$ cat src/rtl/i2s_rx_multi.sv
// Stereo I2S / left-justified receiver: MSB-first capture, L/R pairing, sign extension to OUT_WIDTH.
// frame_valid pulses 1 SCLK after the edge that ends a right slot; pure streaming sink, no backpressure.
module i2s_rx_multi #(
    parameter int RESOLUTION = 24,
    parameter int SLOT_BITS  = 32,
    parameter int OUT_WIDTH  = 24
) (
    input  logic                 SCLK,
    input  logic                 RST,
    input  logic                 LRCK,
    input  logic                 data_in,
    input  logic                 mode,
    output logic [OUT_WIDTH-1:0] data_out_L,
    output logic [OUT_WIDTH-1:0] data_out_R,
    output logic                 frame_valid,
    output logic                 slot_err
);
    localparam logic [1:0] SEEK = 2'd0;
    localparam logic [1:0] RX_L = 2'd1;
    localparam logic [1:0] RX_R = 2'd2;
    localparam logic [8:0] RES9  = 9'(RESOLUTION);
    localparam logic [8:0] SLOT9 = 9'(SLOT_BITS);

    logic [1:0]            state, state_n;
    logic                  lr_q, mode_q, first_slot;
    logic [7:0]            pos, pos_n;
    logic [RESOLUTION-1:0] shift, shift_n, l_hold;
    logic                  lr_edge, mode_chg, left_lvl, capture, len_bad;
    logic [8:0]            kidx;

    function automatic logic [OUT_WIDTH-1:0] sxt(input logic [RESOLUTION-1:0] w);
        logic signed [OUT_WIDTH-1:0] r;
        r = OUT_WIDTH'($signed(w));
        return r;
    endfunction

    assign lr_edge  = (LRCK != lr_q);
    assign mode_chg = (mode != mode_q);
    assign left_lvl = (LRCK == mode_q);
    assign pos_n    = lr_edge ? 8'd0 : ((pos == 8'hFF) ? 8'hFF : pos + 8'd1);
    // I2S puts the MSB one cycle after the edge; a negative index wraps high and is ignored
    assign kidx     = {1'b0, pos_n} - {8'd0, ~mode_q};
    assign len_bad  = (({1'b0, pos} + 9'd1) != SLOT9);

    always_comb begin
        state_n = state;
        if (lr_edge) begin
            case (state)
                SEEK:    if (left_lvl) state_n = RX_L;
                RX_L:    state_n = RX_R;
                RX_R:    state_n = RX_L;
                default: state_n = SEEK;
            endcase
        end
        capture = (state_n != SEEK) && (kidx < RES9);
        shift_n = lr_edge ? '0 : shift;
        for (int i = 0; i < RESOLUTION; i++) begin
            if (capture && (kidx == 9'(RESOLUTION - 1 - i))) shift_n[i] = data_in;
        end
    end

    always_ff @(posedge SCLK) begin
        if (RST) begin
            state       <= SEEK;
            lr_q        <= LRCK;
            pos         <= 8'd0;
            shift       <= '0;
            l_hold      <= '0;
            mode_q      <= mode;
            first_slot  <= 1'b0;
            data_out_L  <= '0;
            data_out_R  <= '0;
            frame_valid <= 1'b0;
            slot_err    <= 1'b0;
        end else begin
            lr_q        <= LRCK;
            pos         <= pos_n;
            frame_valid <= 1'b0;
            if (mode_chg) begin
                mode_q <= mode;
                state  <= SEEK;
                l_hold <= '0;
            end else begin
                state <= state_n;
                shift <= shift_n;
                if (lr_edge) begin
                    if (state == RX_L) l_hold <= shift;
                    if (state == RX_R) begin
                        data_out_L  <= sxt(l_hold);
                        data_out_R  <= sxt(shift);
                        frame_valid <= 1'b1;
                    end
                    // the left slot entered from SEEK is exempt from the length check
                    if ((state != SEEK) && !first_slot && len_bad) slot_err <= 1'b1;
                    first_slot <= (state == SEEK) && (state_n == RX_L);
                end
            end
        end
    end
endmodule

$ cat config.mk
export PLATFORM = sky130hd
export DESIGN_NAME = i2s_rx_multi
export DESIGN_NICKNAME = d
export VERILOG_FILES = /design/src/rtl/i2s_rx_multi.sv
export SDC_FILE = /design/constraint.sdc
export NUM_CORES = 1
export LEC_CHECK = 0
export CAP_MARGIN = 20
export CORE_MARGIN = 2
export CORE_UTILIZATION = 30
export DETAILED_ROUTE_END_ITERATION = 10
export PLACE_DENSITY_LB_ADDON = 0.3
export SLEW_MARGIN = 20
export SYNTH_ARGS = -nofsm -noshare
export SYNTH_HDL_FRONTEND = slang
export SYNTH_SLANG_ARGS = --single-unit
$ cat constraint.sdc
create_clock -name SCLK -period 3.25 [get_ports SCLK]
set_clock_uncertainty 0.15 [all_clocks]
set_input_delay 0.4875 -clock SCLK [delete_from_list [all_inputs] [get_ports SCLK]]
set_output_delay 0.4875 -clock SCLK [all_outputs]
set_load 0.02 [all_outputs]
; ---- Word level (Yosys, flattened, before mapping)
; Index checks and enable logic that the tools add are counted.
[op_classes]
addsub = 3
order_cmp = 1
eq_ne = 31
n_mux = 33
n_bitwise = 3
n_reduce_logical = 88
[ops]
columns = operator, count
row1 = "equality test 9 x 4 -> 1 bit, second input constant", 8
row2 = "equality test 9 x 5 -> 1 bit, second input constant", 8
row3 = nonzero test 2 bit, 27
row4 = AND reduction 2 bit, 26
row5 = "equality test 9 x 3 -> 1 bit, second input constant", 4
row6 = logical AND 1 bit, 28
row7 = 2-to-1 mux 1 bit, 27
row8 = 2-to-1 mux 24 bit, 1
row9 = "equality test 9 x 2 -> 1 bit, second input constant", 2
row10 = 2-to-1 mux 8 bit, 2
row11 = "adder 8 x 1 -> 9 bit, second input constant", 1
row12 = "equality test 9 x 1 -> 1 bit, second input constant", 1
row13 = zero test 9 bit, 1
row14 = "< comparator 9 x 5 -> 1 bit, second input constant", 1
row15 = "inequality test 9 x 6 -> 1 bit, second input constant", 1
row16 = subtractor 8 x 1 -> 9 bit, 1
row17 = "adder 8 x 1 -> 8 bit, second input constant", 1
row18 = "equality test 8 bit, second input constant", 1
row19 = case mux 2 bit (3 select lines), 1
row20 = AND reduction 3 bit, 2
row21 = "equality test 2 x 1 -> 1 bit, second input constant", 2
row22 = 2-to-1 mux 2 bit, 2
row23 = inverter 1 bit, 3
row24 = OR reduction 3 bit, 1
row25 = 6 further kinds, 7
[word_totals]
ff_bits = 111
input_bits = 5
out_inout_bits = 50
elab_cells = 193

; ---- Depth between registers and ports, before layout
[depth]
word_depth = 9
depth_mapped = 17
mapped_depth_nobuf = 14

; ---- Worst setup path after synthesis
; OpenSTA, ideal clock, no wires.
[synth_timing]
path_kind = reg2reg
from = reg pos[0]
to = reg shift[12]
setup_time_ns = 0.072
arrival_time_ns = 3.116
required_ns = 3.028
path_slack_ns = -0.088
stages_incl_launch_ff = 17
n_path_buf = 3
period_less_slack_ns = 3.338
path_cell_list = dfxtp_1 -> ha_1 -> buf_4 -> and4_1 -> buf_4 -> nand2_1 -> nand2_1 -> nand2_1 -> ha_1 -> ha_1 -> nand2_1 -> nor3_1 -> a211oi_1 -> a2111o_1 -> buf_6 -> nor4_1 -> mux2i_1
[synth_between]
elab_chain_len = 9
word_cells_on_any_way = 12
cone_classes = add/sub (2) / order compare (1) / eq/ne (2) / mux (3) / reduce/logical (4)
[synth_rtl]
columns = element, line_no
row1 = start: declaration, 26  ; logic [7:0] pos, pos_n;
row2 = start signal: assignment, 77  ; pos <= pos_n;
row3 = adder 8 x 1 -> 8 bit or equality test 8 bit (tied branches), 40  ; assign pos_n = lr_edge ? 8'd0 : ((pos == 8'hFF) ? 8'hFF : pos + 8'd1);
row4 = 2-to-1 mux 8 bit * (2 in series), 40
row5 = subtractor 8 x 1 -> 9 bit *, 42  ; assign kidx = {1'b0, pos_n} - {8'd0, ~mode_q};
row6 = < comparator 9 x 5 -> 1 bit, 55  ; capture = (state_n != SEEK) && (kidx < RES9);
row7 = logical AND 1 bit, 55
row8 = logical AND 1 bit *, 58  ; if (capture && (kidx == 9'(RESOLUTION - 1 - i))) shift_n[i] = data_in;
row9 = nonzero test 2 bit (no source line), n/a
row10 = AND reduction 2 bit (no source line), n/a
row11 = end signal: assignment, 85  ; shift <= shift_n;
row12 = end: declaration, 27  ; logic [RESOLUTION-1:0] shift, shift_n, l_hold;
; Mark *: on every way between the ends. The rest lies on a longest branch, timed or not.
; A chain may end at the register's enable or synchronous reset.

; ---- Worst setup path after layout
[layout_timing]
from = reg pos[0]
to = reg shift[10]
; The elaborated chain is that of the path after synthesis.

==> flow_summary.ini <==
[outcome]
run_status = finished, final reports clean

[route]
firstDrtPassIters = 4
via_per_inst = 4.91
drc = 0
drt-total-wl_mm = 12.2
drt_iter0_drc = 250
detail-route-antenna-nets = 0
wl_per_cell_um = 14.1
via_count = 4240

[clock_network]
clk_pin_slew_ps = 80
cts.htree.levels = 3
cts_tree = yes
holdBufCountCts = 0
numCtsBuffers = 9
worstSkewPairLatency_ps = 350
cts_buffer_depth = 2
clock-sinks = 111
root_buffer = clkbuf_16

[worst_setup_path]
critPathLaunchType = flip-flop
crit_family = simple AND/OR/NAND/NOR gates
slowest_delay_ps = 440
end_kind = flip-flop
cp_max_fo = 31
crit_buf_inv = 2
critPathKind = reg2reg
arrival_ps = 3180
required_ps = 3370
path_cells = ha_2 -> and4_1 -> nand2_2 -> nand2_1 -> nand2_2 -> ha_4 -> buf_4 -> nand2_1 -> a211oi_1 -> a21oi_1 -> a2111o_1 -> buf_12 -> nor4_2 -> mux2i_1
slowest_stage = a2111o_1

[synthesis]
syn_inst = 583
syn_avg_cell_area_um2 = 8.24
yosysTopAreaCellShare = 0.458
yosysSeqAreaShare = 0.465
ys_types = 58
synth_edf_count = 1
synth_area_leaders = dfxtp_1, nand2_1, a21oi_1, mux2i_1, clkbuf_1
syn_nets = 592
ys_warn_count = 0
yosys.area.top_type = dfxtp_1
synth.top_cells.by_count = nand2_1, dfxtp_1, a21oi_1
synthMostInstantiatedCell = nand2_1
async_flop_share = 0
syn_area_um2 = 4800
synth_flop_cell = dfxtp_1
ys_ff_latch = 111

[final_layout]
design_area_um2 = 6220
layout.nets = 652
drive_gt1_frac = 0.147
area_growth_pct = 29.4
utilization = 0.394
diodes = 0

[grt]
grt_remaining_overflow = 0
first_global_vias = 4045
grt_pass1_wl_mm = 19.9
antenna_found_initial = 0
grt_max_degree = 57
grt_use_total = 0.146

[die]
start_util = 0.305
coreArea_um2 = 15800
ios = 55
placementRows = 46
die-width_um = 131
die_area_um2 = 17000
die_h_um = 131

[timing]
post-route-period-util = 0.940
maxSlewViolCount = 0
max_slew_margin = 0.330
timing.fmax_mhz = 327
rsz0062_at_grt = no
period_needed_ps = 3050
finalSetupViolations = 0
finalHoldViolCount = 0
worst_pin_slew_ps = 1000
setup_slack_ps = 195

[power]
power_frac_clock = 0.396
comb_power_share = 0.121
internal_power_w = 0.00205
peakVddDrop_mv = 0.300
swShare = 0.281
p_seq_frac = 0.483
leakagePower_nw = 2.01
power.switching_w = 0.000799
power_density_nw_per_um2 = 458
power_w = 0.00285

[worst_hold_path]
hp-class = reg2reg

[placed_design]
gp_congestion = 0.877
place_hpwl_mm = 8.57
placed_area_um2 = 5810
pre_cts_slack_ps = -254
portBuffers = 54

[flow_run]
drv_cap = 0
layout by cell type, fill, tap and decap left out, types with 4 or more instances in the layout:
cell	netlist	layout
clkdlybuf4s50_1	0	53
o41ai_1	8	4
and3_1	4	4
clkbuf_16	0	9
o21ai_0	9	8
buf_4	5	38
dfxtp_1	110	109
nor4_2	0	7
a21oi_1	82	82
nor3_1	4	4
nand2_1	177	175
nor4b_2	4	4
mux2i_1	19	19
nand2b_1	7	7
o41ai_2	0	4
o311ai_1	3	4
nor2_1	23	23
flip-flops by register name, indices dropped and copies added (netlist names):
| register | count |
|---|---|
| first_slot | 1 |
| pos | 8 |
| state | 2 |
| l_hold | 24 |
| data_out_L | 24 |
| lr_q | 1 |
| frame_valid | 1 |
| data_out_R | 24 |
| slot_err | 1 |
| shift | 24 |
| mode_q | 1 |
metal layers:
layer  up-vias  global-route usage  part of all wire
li1       2153                   -                 -
met5         -                   0                 0
met3        15              0.0252             0.033
met4         0              0.0494             0.016
met2        73               0.241              0.47
met1      1999               0.194              0.48
metrics by stage:
step / hold WS [ps] / TNS, ps / cells
after CTS: 307 / 0 / 863
after floorplan: 282 / 0 / 583
after detailed placement: 295 / -4590 / 847
after global routing: 326 / 0 / 864
final: 306 / 0 / 864
after global placement: 295 / -2710 / 847
area by class of cell:
class | count | area [um2]
timing repair buffer | 95 | 881
multi-input combinational | 423 | 2520
clock buffer | 9 | 225
clock inverter | 7 | 80.1
tap | 216 | 270
sequential | 111 | 2230
fill | 1607 | 9550
inverter | 3 | 11.3
worst register-to-register path: stages (launching register included):
cell	delay, ps
dfxtp_2	330
ha_2	190
and4_1	190
nand2_2	60
nand2_1	70
nand2_2	100
ha_4	160
buf_4	110
nand2_1	70
a211oi_1	230
a21oi_1	90
a2111o_1	440
buf_12	190
nor4_2	360
mux2i_1	210
cells by family after synthesis:
logic type,count (synthesis),synth area share
buf+inv,49,0.0466
mux,19,0.0396
xor+xnor,6,0.0125
compound gates,133,0.172
simple gates,261,0.254
flops,111,0.465
fa+ha+maj,4,0.0104
power groups by stage:
stage               Clock (W)  Sequential [W]  Combinational [W]
floorplan                   0         0.00141           0.000213
CTS                   0.00116         0.00138           0.000327
detailed placement          0         0.00141           0.000325
finish                0.00113         0.00138           0.000346
global placement            0         0.00141           0.000321
global route          0.00120         0.00138           0.000377
worst paths after layout:
check	from	endpoint	slack [ps]	cells after the start
max	pos[0]	shift[10]	200	14
min	l_hold[8]	data_out_L[8]	310	2
max reg2reg	pos[0]	shift[10]	200	14
min reg2reg	l_hold[8]	data_out_L[8]	310	2
what timing repair did:
item,4_1_cts,5_1_grt
resized for setup,0,18
setup buffers,0,1
endpoints found under the setup margin,0,24
hold endpoints to repair,0,0
(Power assumes the default switching activity.)
